<file path="config.mk">
export PLATFORM = sky130hd
export DESIGN_NAME = fifo_rd_stream_flat
export DESIGN_NICKNAME = d
export VERILOG_FILES = /design/src/rtl/fifo_rd_stream_if.sv /design/src/rtl/fifo_rd_stream.sv /design/src/flat_wrapper.sv
export SDC_FILE = /design/constraint.sdc
export NUM_CORES = 1
export LEC_CHECK = 0
export CAP_MARGIN = 20
export CORE_MARGIN = 1
export CORE_UTILIZATION = 48
export CTS_BUF_LIST = sky130_fd_sc_hd__clkbuf_16
export CTS_CLUSTER_SIZE = 16
export DETAILED_ROUTE_END_ITERATION = 16
export GPL_TIMING_DRIVEN = 0
export PLACE_DENSITY = 0.75
export SYNTH_ARGS = -nofsm -noshare
export SYNTH_HDL_FRONTEND = slang
export SYNTH_SLANG_ARGS = --single-unit
</file>
<file path="constraint.sdc">
create_clock -name CLK -period 1.8 [get_ports CLK]
set_clock_uncertainty 0.1 [all_clocks]
set_input_delay 0.36 -clock CLK [delete_from_list [all_inputs] [get_ports CLK]]
set_output_delay 0.36 -clock CLK [all_outputs]
set_load 0.02 [all_outputs]
</file>
<file path="src/rtl/fifo_rd_stream_if.sv">
// fifo_rd_stream_if: groups the FIFO read-side signals and the outgoing
// valid/ready stream of fifo_rd_stream into one bundle.
//   master : the fifo_rd_stream block (drives FIFO_RD_EN and the stream)
//   slave  : the environment (FIFO read port plus stream consumer)
interface fifo_rd_stream_if #(
    parameter int C_WIDTH = 32
);
    logic               FIFO_RD_EN;
    logic               FIFO_EMPTY;
    logic [C_WIDTH-1:0] FIFO_DATA;
    logic [C_WIDTH-1:0] DATA;
    logic               VALID;
    logic               READY;
    logic [1:0]         COUNT;

    modport master (
        output FIFO_RD_EN,
        output DATA,
        output VALID,
        output COUNT,
        input  FIFO_EMPTY,
        input  FIFO_DATA,
        input  READY
    );

    modport slave (
        input  FIFO_RD_EN,
        input  DATA,
        input  VALID,
        input  COUNT,
        output FIFO_EMPTY,
        output FIFO_DATA,
        output READY
    );
endinterface

</file>
<file path="src/rtl/fifo_rd_stream.sv">
// fifo_rd_stream: read-side companion of the async FIFO, entirely in the FIFO
// read clock domain. Issues FIFO reads (data returns one cycle after RD_EN),
// captures returned words into a 3-entry circular prefetch buffer and presents
// the head as a valid/ready stream. READY never reaches FIFO_RD_EN: reads are
// issued purely from buffer occupancy (held + in flight) and FIFO_EMPTY.
//
// Optional feature: define FIFO_RD_STREAM_STATS_EN to add the STATS_CLR input
// and the saturating WORDS_OUT / STALL_CYCLES counters. The datapath is the
// same with or without it.

// fifo_rd_stream_chk: occupancy sanity checks, kept out of the datapath.
module fifo_rd_stream_chk (
    input logic       CLK,
    input logic       RST_N,
    input logic [1:0] count_r,
    input logic       inflight_r,
    input logic       pop_s
);
    // Held plus in-flight words must never exceed the three buffer slots.
    always @(posedge CLK) begin
        if (RST_N) begin
            assert ({1'b0, count_r} + {2'b00, inflight_r} <= 3'd3)
                else $error("fifo_rd_stream: buffer occupancy exceeds 3");
            assert (!(pop_s && (count_r == 2'd0)))
                else $error("fifo_rd_stream: pop from empty buffer");
        end
    end
endmodule

module fifo_rd_stream #(
    parameter int C_WIDTH     = 32
`ifdef FIFO_RD_STREAM_STATS_EN
    ,
    parameter int C_CNT_WIDTH = 32
`endif
) (
    input  logic                   CLK,
    input  logic                   RST_N,
    fifo_rd_stream_if.master       bus
`ifdef FIFO_RD_STREAM_STATS_EN
    ,
    input  logic                   STATS_CLR,
    output logic [C_CNT_WIDTH-1:0] WORDS_OUT,
    output logic [C_CNT_WIDTH-1:0] STALL_CYCLES
`endif
);

    // Circular pointer advance over the three slots: 0 -> 1 -> 2 -> 0.
    function automatic logic [1:0] ptr_inc(input logic [1:0] p);
        logic [1:0] n;
        if (p == 2'd2) begin
            n = 2'd0;
        end else begin
            n = p + 2'd1;
        end
        return n;
    endfunction

    logic [C_WIDTH-1:0] mem_r [0:2];
    logic [1:0]         count_r;
    logic [1:0]         head_r;
    logic [1:0]         tail_r;
    logic               inflight_r;

    logic [2:0]         occ_s;
    logic               rd_en_s;
    logic               push_s;
    logic               pop_s;
    logic               valid_s;
    logic [1:0]         count_nxt_s;
    logic [C_WIDTH-1:0] head_data_s;

    // Read issue: room for one more word counting the one already in flight.
    // RST_N gates the enable so no read is issued while reset is held.
    always_comb begin
        occ_s   = {1'b0, count_r} + {2'b00, inflight_r};
        rd_en_s = 1'b0;
        if (RST_N && !bus.FIFO_EMPTY && (occ_s < 3'd3)) begin
            rd_en_s = 1'b1;
        end else begin
            rd_en_s = 1'b0;
        end
    end

    // Buffer handshakes: a word lands whenever a read was issued last cycle
    // (FIFO_EMPTY is irrelevant by then); a word leaves on VALID && READY.
    always_comb begin
        valid_s = (count_r != 2'd0);
        push_s  = inflight_r;
        pop_s   = valid_s && bus.READY;
        case ({push_s, pop_s})
            2'b10:   count_nxt_s = count_r + 2'd1;
            2'b01:   count_nxt_s = count_r - 2'd1;
            default: count_nxt_s = count_r;
        endcase
    end

    // Head slot selection for the stream data output.
    always_comb begin
        case (head_r)
            2'd0:    head_data_s = mem_r[0];
            2'd1:    head_data_s = mem_r[1];
            2'd2:    head_data_s = mem_r[2];
            default: head_data_s = mem_r[0];
        endcase
    end

    // Buffer state: in-flight flag, occupancy, pointers and storage slots.
    always_ff @(posedge CLK or negedge RST_N) begin
        if (!RST_N) begin
            inflight_r <= 1'b0;
            count_r    <= 2'd0;
            head_r     <= 2'd0;
            tail_r     <= 2'd0;
            for (int i = 0; i < 3; i++) begin
                mem_r[i] <= {C_WIDTH{1'b0}};
            end
        end else begin
            inflight_r <= rd_en_s;
            count_r    <= count_nxt_s;
            if (push_s) begin
                for (int i = 0; i < 3; i++) begin
                    if (tail_r == 2'(i)) begin
                        mem_r[i] <= bus.FIFO_DATA;
                    end
                end
                tail_r <= ptr_inc(tail_r);
            end
            if (pop_s) begin
                head_r <= ptr_inc(head_r);
            end
        end
    end

    assign bus.FIFO_RD_EN = rd_en_s;
    assign bus.VALID      = valid_s;
    assign bus.DATA       = head_data_s;
    assign bus.COUNT      = count_r;

`ifdef FIFO_RD_STREAM_STATS_EN
    localparam logic [C_CNT_WIDTH-1:0] CNT_ONE = {{(C_CNT_WIDTH-1){1'b0}}, 1'b1};
    localparam logic [C_CNT_WIDTH-1:0] CNT_MAX = {C_CNT_WIDTH{1'b1}};

    logic [C_CNT_WIDTH-1:0] words_r;
    logic [C_CNT_WIDTH-1:0] stalls_r;

    // Transfer and stall counters; clear wins over increment, both saturate.
    always_ff @(posedge CLK or negedge RST_N) begin
        if (!RST_N) begin
            words_r  <= {C_CNT_WIDTH{1'b0}};
            stalls_r <= {C_CNT_WIDTH{1'b0}};
        end else if (STATS_CLR) begin
            words_r  <= {C_CNT_WIDTH{1'b0}};
            stalls_r <= {C_CNT_WIDTH{1'b0}};
        end else begin
            if (pop_s && (words_r != CNT_MAX)) begin
                words_r <= words_r + CNT_ONE;
            end
            if (valid_s && !bus.READY && (stalls_r != CNT_MAX)) begin
                stalls_r <= stalls_r + CNT_ONE;
            end
        end
    end

    assign WORDS_OUT    = words_r;
    assign STALL_CYCLES = stalls_r;
`endif

    fifo_rd_stream_chk u_chk (
        .CLK        (CLK),
        .RST_N      (RST_N),
        .count_r    (count_r),
        .inflight_r (inflight_r),
        .pop_s      (pop_s)
    );

endmodule
</file>
<file path="src/flat_wrapper.sv">
// flat-port wrapper written by rule: the top's interface ports become plain ports
module fifo_rd_stream_flat 
#(
    parameter int C_WIDTH     = 32

)
  (CLK, RST_N, bus_FIFO_RD_EN, bus_DATA, bus_VALID, bus_COUNT, bus_FIFO_EMPTY, bus_FIFO_DATA, bus_READY);
  fifo_rd_stream_if #(.C_WIDTH(C_WIDTH)) bus_i ();
  input  logic CLK;
  input  logic RST_N;
  output wire logic [$bits(bus_i.FIFO_RD_EN)-1:0] bus_FIFO_RD_EN;
  output wire logic [$bits(bus_i.DATA)-1:0] bus_DATA;
  output wire logic [$bits(bus_i.VALID)-1:0] bus_VALID;
  output wire logic [$bits(bus_i.COUNT)-1:0] bus_COUNT;
  input wire logic [$bits(bus_i.FIFO_EMPTY)-1:0] bus_FIFO_EMPTY;
  input wire logic [$bits(bus_i.FIFO_DATA)-1:0] bus_FIFO_DATA;
  input wire logic [$bits(bus_i.READY)-1:0] bus_READY;
  assign bus_FIFO_RD_EN = bus_i.FIFO_RD_EN;
  assign bus_DATA = bus_i.DATA;
  assign bus_VALID = bus_i.VALID;
  assign bus_COUNT = bus_i.COUNT;
  assign bus_i.FIFO_EMPTY = bus_FIFO_EMPTY;
  assign bus_i.FIFO_DATA = bus_FIFO_DATA;
  assign bus_i.READY = bus_READY;
  fifo_rd_stream #(.C_WIDTH(C_WIDTH)) u_core (.CLK(CLK), .RST_N(RST_N), .bus(bus_i));
endmodule
</file>
==> metrics.md, run 1 <==
| Metric | Value |
|---|---|
| Clock latency on the worst-skew pair | `0.34 ns` |
| Initial Util | `49.9%` |
| Synth Cell Area | `4630 um2` |
| Synth Area in XOR/XNOR | `0.567%` |
| Arr. time, crit path | `1.79 ns` |
| Worst EP required | `1.34 ns` |
| Vias/cell | `5.55` |
| Cells after Synth | `345` |
| Dpl cells | `546` |
| Startpoint types | `flip-flop` |
| DIE HEIGHT | `100 um` |
| Core area | `9280 um2` |
| Yosys top cell by area | `dfrtp_1` |
| Worst-path clk slew | `0.07 ns` |
| Max-slew headroom | `67.7%` |
| Top cells by count, synth | `dfrtp_1 (103), mux2_2 (68), nor2_1 (33), a21oi_1 (32), a22oi_1 (32)` |
| Post-synth cell types | `22` |
| Main flop type after synthesis | `dfrtp_1` |
| Maximum number of pins on one net before global-route repair | `70` |
| Worst Setup End Kind | `primary output` |
| Critical path class | `flip-flop to primary output` |
| FP Rows | `35` |
| Syn_nets | `388` |
| H-tree depth | `3` |
| Hold Slack | `-0.123 ns` |
| Largest family of logic cells by synthesized area | `multiplexers` |
| Setup-failing EPs final | `34` |
| Adder-Cell Fraction of Synth Area | `1.89%` |
| Number of synthesized register bits | `103` |
| GR Overflow Total | `0` |
| CTS Sinks | `103` |
| Max-cap violations | `0` |
| Setup slack after layout | `-0.453 ns` |
| Seq/Total Area, Yosys | `55.7%` |
| Top cells by area, synth | `dfrtp_1 (56%), mux2_2 (17%), mux2_4 (9.7%)` |
| Post-synthesis mux area share | `26.3%` |
| Via count | `3219` |
| Die X | `100 um` |
| Final Hold Viols | `34` |
| DRC violations left | `0` |
| Post-route clock period utilization | `125%` |
| Number of flops mapped to enable cells by yosys | `0` |
| Async S/R FF share, synth | `100%` |
| Fmax | `0.444 GHz` |
| Slew @ Worst Pin | `0.485 ns` |
| Failing checks | `hold timing, setup timing` |
| I/O Buffers | `71` |
| Hold Path Class | `input port to asynchronous set/reset pin` |
| Global-route wire length before repair | `18.5 mm` |
| RSZ-0062 raised after global routing | `true` |
| Max Slew Vio Count | `0` |
| Fin cells | `580` |
| Most frequent cell after synthesis | `dfrtp_1` |
| Crit path max fanout | `8` |
| Share of cells above drive strength 1 | `66.5%` |
| Status | `finished with violations` |
| Hpwl dp | `6.81 mm` |
| Layout Nets | `489` |
| Yosys top cell area share | `55.7%` |
| Synth-to-Final Area Change | `47.5%` |
| Fill cells | `596` |
| Fin crit period | `2.25 ns` |
| CTS tree | `done` |
| CTS Buf Count | `9` |
| Initial antenna violation count | `0` |
| Io pins | `72` |
| Multi-input gate area | `2550 um2` |
| CTS Buffer Depth | `2` |
| Pre-antenna DRT Iters | `4` |
| Simple-Gate Fraction of Synth Area | `3.35%` |
| Root Driver | `clkbuf_16` |
| Drt initial violations | `68` |
| Post-DR wirelength/cell | `20.9 um` |
| # diodes | `0` |
| Vias in the first global route | `3401` |
| ANT nets after route | `0` |
| Storage cell area | `2580 um2` |
| All-Layer GR Usage | `24.8%` |
| GP Congestion | `0.737` |
| Syn Area/Cell | `13.4 um2` |
| Ys Warns | `0` |
| Die area | `10000 um2` |
| Final Routed Wirelength | `12.1 mm` |
| Synth Area in Compound Gates | `9.11%` |
[layout by cell type (no fill, tap or decap), types with 2 or more instances in the layout]
cell type / Yosys / routed
dfrtp_1: 103 / 101
mux2_2: 68 / 68
buf_4: 0 / 34
clkdlybuf4s50_1: 0 / 34
mux2_4: 30 / 30
a22oi_2: 0 / 28
nor2_4: 0 / 24
a21oi_2: 0 / 23
buf_6: 4 / 21
clkbuf_16: 0 / 17
a21oi_4: 0 / 9
nor2_2: 0 / 9
ha_4: 0 / 6
inv_2: 2 / 5
clkbuf_8: 0 / 5
buf_8: 0 / 4
a22oi_1: 32 / 4
inv_1: 4 / 2
buf_2: 6 / 2
clkinv_2: 0 / 2
clkinvlp_4: 0 / 2
dfrtp_2: 0 / 2
[sequential cells by signal, indices dropped and copies added (netlist names)]
register           cells
u_core.mem_r          96
u_core.bus.COUNT       2
u_core.head_r          2
u_core.tail_r          2
u_core.inflight_r      1
[layer usage]
metal | share of wire (%) | routed length [um] | track usage (%) | vias to the layer above
li1 | - | - | - | 1443
met1 | 44 | 5380 | 31.9 | 1667
met2 | 49 | 5920 | 40.9 | 89
met3 | 5.0 | 601 | 7.03 | 20
met4 | 1.8 | 214 | 7.02 | 0
met5 | 0 | 0 | 0 | -
[cell type report]
type	instances	share of cell area, %
Clock buffer	9	3.30
Clock inverter	7	0.605
Tap cell	129	2.36
Timing Repair Buffer	90	13.2
Sequential cell	103	37.8
Inverter	6	0.330
Multi-Input combinational cell	213	37.4
Buffer	23	5.00
[final timing paths]
| check | startpoint | slack, ns | cells past startpoint | to |
|---|---|---|---|---|
| max reg2reg | u_core.bus.COUNT[0]$_DFFE_PN0P_ | 0.02 | 9 | u_core.bus.COUNT[1]$_DFFE_PN0P_ |
| max in group asynchronous | RST_N | 1.03 | 2 | u_core.mem_r[91]$_DFFE_PN0P_ |
| min in group CLK | u_core.mem_r[60]$_DFFE_PN0P_ | 0.42 | 1 | u_core.mem_r[60]$_DFFE_PN0P_ |
| min reg2reg | u_core.mem_r[60]$_DFFE_PN0P_ | 0.42 | 1 | u_core.mem_r[60]$_DFFE_PN0P_ |
| min | RST_N | -0.12 | 1 | u_core.mem_r[35]$_DFFE_PN0P_ |
| max | u_core.head_r[0]$_DFFE_PN0P_ | -0.45 | 6 | bus_DATA[31] |
[critical path, cell delays in order, from the launching register on]
cell	delay (ns)
dfrtp_1	0.41
inv_2	0.12
ha_4	0.23
clkbuf_16	0.18
clkbuf_16	0.18
a21oi_4	0.18
buf_6	0.14
[stage by stage]
| stage | hold slack, ns | setup WS, ns | setup TNS, ns | area (um2) | utilization [%] |
|---|---|---|---|---|---|
| floorplan | -0.0356 | -0.0329 | -1.01 | 4790 | - |
| global placement | 0.387 | -4.37 | -406.55 | 5670 | 61.0 |
| detailed placement | 0.257 | -0.946 | -28.52 | 5690 | 61.3 |
| CTS | -0.106 | -0.444 | -13.89 | 6500 | 70.0 |
| global route | -0.0906 | -0.485 | -15.17 | 6830 | 73.6 |
| finish | -0.123 | -0.453 | -13.67 | 6830 | 73.6 |
[repair_timing]
item                                    in CTS  in global routing
endpoints found under the setup margin      60                 64
gates cloned                                 5                  1
pin swaps                                    3                 18
setup buffers                                5                  7
gates resized for setup                    288                 63
endpoints found under the hold margin       34                 34
[cell families after synthesis]
family	count (synthesis)
buf+inv	29
simple gates	38
flops	103
xor+xnor	3
fa+ha+maj	7
compound gates	67
mux	98
Power of run 1 is not shown: default switching activity piles up to over one toggle a cycle in this logic, so the estimate is an artifact.
==> run 2, diff against run 1 <==
Settings changed: CTS_BUF_LIST sky130_fd_sc_hd__clkbuf_16 to default.
==> run 2 against run 1 <==
The flow finishes with violations (setup timing). Via count about the same. Wire length down 1.1%. Non-clock buffer count down 1. Hold slack better by 0.30 ns. Critical path depth up 1. Setup slack worse by 0.045 ns. Highest routed layer unchanged. Die area unchanged. Global-route usage down 0.12 points. Maximum frequency down 2.0%. Utilization down 1.9 points. Register-to-register slack worse by 0.03 ns. Sequential share of layout area up 0.98 points.
==> metrics.md, run 2 (synthesis gave the netlist of run 1 again) <==
| Metric | Value |
|---|---|
| Status | `finished with violations` |
| Failing checks | `setup timing` |
| Post-DR wirelength/cell | `20.7 um` |
| Pre-antenna DRT Iters | `4` |
| CP Launch Point | `u_core.head_r[0]$_DFFE_PN0P_` |
| Layout Nets | `488` |
| Hold Slack | `0.176 ns` |
| Initial Util | `49.9%` |
| I/O Buffers | `71` |
| H-tree depth | `3` |
| Met1 GRT Util | `31.8%` |
| Most used routing layer in global routing | `met2` |
| DRC violations left | `0` |
| Synth-to-Final Area Change | `43.8%` |
| Post-route clock period utilization | `128%` |
| Max reg flops | `96` |
| Worst Setup End Kind | `primary output` |
| CTS tree | `done` |
| Final Hold Viols | `0` |
| Root Driver | `clkbuf_8` |
| Met2 Usage GRT | `40.6%` |
| Hold Path Class | `input port to flip-flop` |
| Slew @ Worst Pin | `0.340 ns` |
| CTS Buf Count | `9` |
| Final Routed Wirelength | `12.0 mm` |
| Met3 usage | `5.92%` |
| Startpoint types | `flip-flop` |
| GP Congestion | `0.737` |
| Initial antenna violation count | `0` |
| Global-route wire length before repair | `18.4 mm` |
| RSZ-0062 raised after global routing | `true` |
| Worst EP required | `1.34 ns` |
| Share of cells above drive strength 1 | `65.1%` |
| Clock latency on the worst-skew pair | `0.37 ns` |
| Most flops, register | `u_core.mem_r` |
| Io pins | `72` |
| Fin crit period | `2.30 ns` |
| DIE HEIGHT | `100 um` |
| Max Slew Vio Count | `0` |
| ANT nets after route | `0` |
| CTS Sinks | `103` |
| Vias/cell | `5.56` |
| Most common cell after layout, fill and taps aside | `dfrtp_1` |
| CTS Buffer Depth | `2` |
| Die area | `10000 um2` |
| All-Layer GR Usage | `24.6%` |
| Total negative slack | `-15.54 ns` |
| # diodes | `0` |
| Dpl cell area | `5690 um2` |
| Drt initial violations | `58` |
| Critical path class | `flip-flop to primary output` |
| Via count | `3221` |
| Max-cap violations | `0` |
| GR Overflow Total | `0` |
| Final Cell Area | `6660 um2` |
| Fmax | `0.435 GHz` |
| Arr. time, crit path | `1.84 ns` |
| FP Rows | `35` |
| Setup-failing EPs final | `35` |
| CP endpoint | `bus_DATA[0]` |
| Worst-path clk slew | `0.09 ns` |
| Commonest non-fill, non-tap cells in the layout | `dfrtp_1 (101), mux2_2 (68), clkdlybuf4s50_1 (34)` |
| R2R Setup Slk | `-0.01 ns` |
| Vias in the first global route | `3433` |
| Max-slew headroom | `77.3%` |
| Crit path max fanout | `7` |
| Dpl ws | `-0.946 ns` |
| Maximum number of pins on one net before global-route repair | `70` |
| Setup slack after layout | `-0.498 ns` |
| Worst-case reg-to-reg path depth | `9` |
| FF-to-FF End | `u_core.bus.COUNT[1]$_DFFE_PN0P_` |
| Die X | `100 um` |
| R2r startpoint | `u_core.bus.COUNT[0]$_DFFE_PN0P_` |
| Hpwl dp | `6.81 mm` |
| Core area | `9280 um2` |
## run 2: how the worst min path moves through the flow
| stage | slack (ns) | from | to | cells after the start |
|---|---|---|---|---|
| 5_1_grt | 0.17 | RST_N | u_core.inflight_r$_DFF_PN0_ | 3 |
| 6_report | 0.18 | RST_N | u_core.inflight_r$_DFF_PN0_ | 3 |
| 3_5_place_dp | 0.26 | RST_N | u_core.mem_r[67]$_DFFE_PN0P_ | 1 |
| 2_1_floorplan | -0.04 | RST_N | u_core.bus.COUNT[0]$_DFFE_PN0P_ | 0 |
| 3_3_place_gp | 0.39 | u_core.mem_r[53]$_DFFE_PN0P_ | u_core.mem_r[53]$_DFFE_PN0P_ | 1 |
| 4_1_cts | 0.17 | RST_N | u_core.inflight_r$_DFF_PN0_ | 3 |
## run 2: worst max-delay path, cell delays in order (launching register included)
cell	delay, ns
dfrtp_1	0.41
inv_2	0.09
ha_4	0.30
clkbuf_16	0.17
clkbuf_16	0.17
nor2_4	0.04
a21oi_4	0.13
buf_6	0.13
## run 2: per-layer routing
layer / share of wire (%) / wire length [um]
met1: 44 / 5270
met5: 0 / 0
met3: 4.5 / 541
met4: 1.9 / 228
met2: 50 / 5940
## run 2: repair_timing
item	4_1_cts	5_1_grt
setup endpoints to repair	65	64
cloned	5	0
hold buffers	2	0
gates resized for setup	281	53
endpoints found under the hold margin	34	0
pin swaps	1	20
setup buffers	5	5
## run 2: cell type report
class	instances	area (um2)
Inverter	6	22.5
Fill cell	622	2630
Multi-Input combinational cell	213	2470
Clock inverter	5	33.8
Timing Repair Buffer	89	898
Sequential cell	103	2580
Tap cell	129	161
Clock buffer	11	141
Buffer	23	350
## run 2: stage by stage
step,std cells,utilization (%)
after floorplan,345,-
after global placement,545,61.0
after detailed placement,546,61.3
after CTS,574,69.0
after global routing,579,71.7
final,579,71.7
Power of run 2 is left out for the same reason.
==> run 3, diff against run 2 <==
--- a/config.mk
+++ b/config.mk
@@ -10,3 +10,2 @@
 export CORE_UTILIZATION = 48
-export CTS_CLUSTER_SIZE = 16
 export DETAILED_ROUTE_END_ITERATION = 16
==> constraint.sdc (replaced) <==
create_clock -name CLK -period 1.85 [get_ports CLK]
set_clock_uncertainty 0.1 [all_clocks]
set_input_delay 0.555 -clock CLK [delete_from_list [all_inputs] [get_ports CLK]]
set_output_delay 0.555 -clock CLK [all_outputs]
set_load 0.02 [all_outputs]
==> run 3 against run 2 <==
Global-route usage up 0.56 points. Wire length shrank 2.6%. Register-to-register slack gained 0.07 ns. The run still ends with setup timing left. Die area unchanged.
==> metrics.md, run 3 (synthesis gave the netlist of run 1 again) <==
| Metric | Value |
|---|---|
| FP Rows | `35` |
| Drt initial violations | `73` |
| Worst-case reg-to-reg path depth | `9` |
| Arr. time, crit path | `1.84 ns` |
| Commonest non-fill, non-tap cells in the layout | `dfrtp_1 (100), mux2_2 (68), buf_6 (38)` |
| I/O Buffers | `71` |
| Final Hold Viols | `0` |
| CTS Sinks | `103` |
| GR Overflow Total | `0` |
| Via count | `3180` |
| Failing checks | `setup timing` |
| Initial Util | `49.9%` |
| # diodes | `0` |
| Setup slack after layout | `-0.649 ns` |
| Multi-input gate area | `2680 um2` |
| CTS tree | `done` |
| Crit-path cells | `inv_4 -> ha_4 -> clkbuf_8 -> clkbuf_16 -> nor2_2 -> a21oi_4 -> buf_6` |
| ANT nets after route | `0` |
| Maximum number of pins on one net before global-route repair | `69` |
| Fmax | `0.400 GHz` |
| WP buf/inv | `4` |
| Layout Nets | `484` |
| Storage cell area | `2580 um2` |
| Root Driver | `clkbuf_8` |
| Post-route clock period utilization | `135%` |
| Status | `finished with violations` |
| Share of cells above drive strength 1 | `63.5%` |
| Vias/cell | `5.53` |
| Largest stage delay on the critical path | `0.44 ns` |
| CTS Buf Count | `9` |
| Hold Path Class | `input port to asynchronous set/reset pin` |
| Worst Setup End Kind | `primary output` |
| Max-cap violations | `0` |
| DRC violations left | `0` |
| WP depth | `7` |
| DIE HEIGHT | `100 um` |
| Setup-failing EPs final | `35` |
| Most common cell after layout, fill and taps aside | `dfrtp_1` |
| Clock latency on the worst-skew pair | `0.37 ns` |
| RSZ-0062 raised after global routing | `true` |
| Crit path max fanout | `6` |
| Slew @ Worst Pin | `0.426 ns` |
| All-Layer GR Usage | `25.2%` |
| CTS Buffer Depth | `2` |
| Io pins | `72` |
| Worst path slowest cell | `dfrtp_2` |
| Worst EP required | `1.19 ns` |
| Vias in the first global route | `3496` |
| Fin crit period | `2.50 ns` |
| Max Slew Vio Count | `0` |
| Global-route wire length before repair | `18.9 mm` |
| Most flops, register | `u_core.mem_r` |
| Post-DR wirelength/cell | `20.3 um` |
| Hpwl dp | `7.33 mm` |
| Total negative slack | `-20.25 ns` |
| GP Congestion | `0.713` |
| Worst-path clk slew | `0.10 ns` |
| Die area | `10000 um2` |
| Synth-to-Final Area Change | `49.6%` |
| Max-slew headroom | `71.5%` |
| Die X | `100 um` |
| Max reg flops | `96` |
| Delay-heaviest family, CP | `buffers and inverters` |
| Critical path class | `flip-flop to primary output` |
| Initial antenna violation count | `0` |
| H-tree depth | `3` |
| Core area | `9280 um2` |
| Fill cells | `601` |
| Startpoint types | `flip-flop` |
| Pre-antenna DRT Iters | `4` |
| Final Routed Wirelength | `11.7 mm` |
## run 3: through the flow
step	instance area [um2]	cells	hold WS, ns	setup WS [ns]	util (%)
4_1_cts	6750	571	0.0417	-0.653	72.7
6_report	6930	575	0.0435	-0.649	74.6
5_1_grt	6930	575	0.0446	-0.692	74.6
3_5_place_dp	6200	546	0.394	-0.928	66.8
2_1_floorplan	5300	345	0.159	-0.112	-
3_3_place_gp	6180	545	0.387	-4.74	66.5
## run 3: what timing repair did
action / 4_1_cts / 5_1_grt
gates cloned: 4 / 0
buffers inserted: 5 / 2
setup endpoints to repair: 65 / 73
resized for setup: 252 / 33
hold buffers: 0 / 2
pin swaps: 10 / 3
hold endpoints to repair: 0 / 29
## run 3: final cells by class
| cell class | instances | share of cell area (%) |
|---|---|---|
| multi-input combinational | 213 | 38.6 |
| sequential | 103 | 37.3 |
| timing repair buffer | 85 | 13.6 |
| buffer | 23 | 5.02 |
| tap | 129 | 2.33 |
| clock buffer | 10 | 1.84 |
| clock inverter | 6 | 1.01 |
| inverter | 6 | 0.361 |
## run 3: path summary, 6_finish.rpt
path / from / to / slack [ns]
min in group CLK: RST_N / u_core.inflight_r$_DFF_PN0_ / 0.39
min: RST_N / u_core.mem_r[71]$_DFFE_PN0P_ / 0.04
max reg2reg: u_core.bus.COUNT[0]$_DFFE_PN0P_ / u_core.bus.COUNT[1]$_DFFE_PN0P_ / 0.06
min reg2reg: u_core.mem_r[45]$_DFFE_PN0P_ / u_core.mem_r[45]$_DFFE_PN0P_ / 0.42
max in group asynchronous: RST_N / u_core.head_r[0]$_DFFE_PN0P_ / 0.72
max: u_core.head_r[0]$_DFFE_PN0P_ / bus_DATA[30] / -0.65
## run 3: routing by layer
metal	wire (um)	track usage, %
met3	500	4.94
met5	0	0
met4	213	9.03
met1	5010	31.9
met2	5940	43.1
Power of run 3 is left out for the same reason.
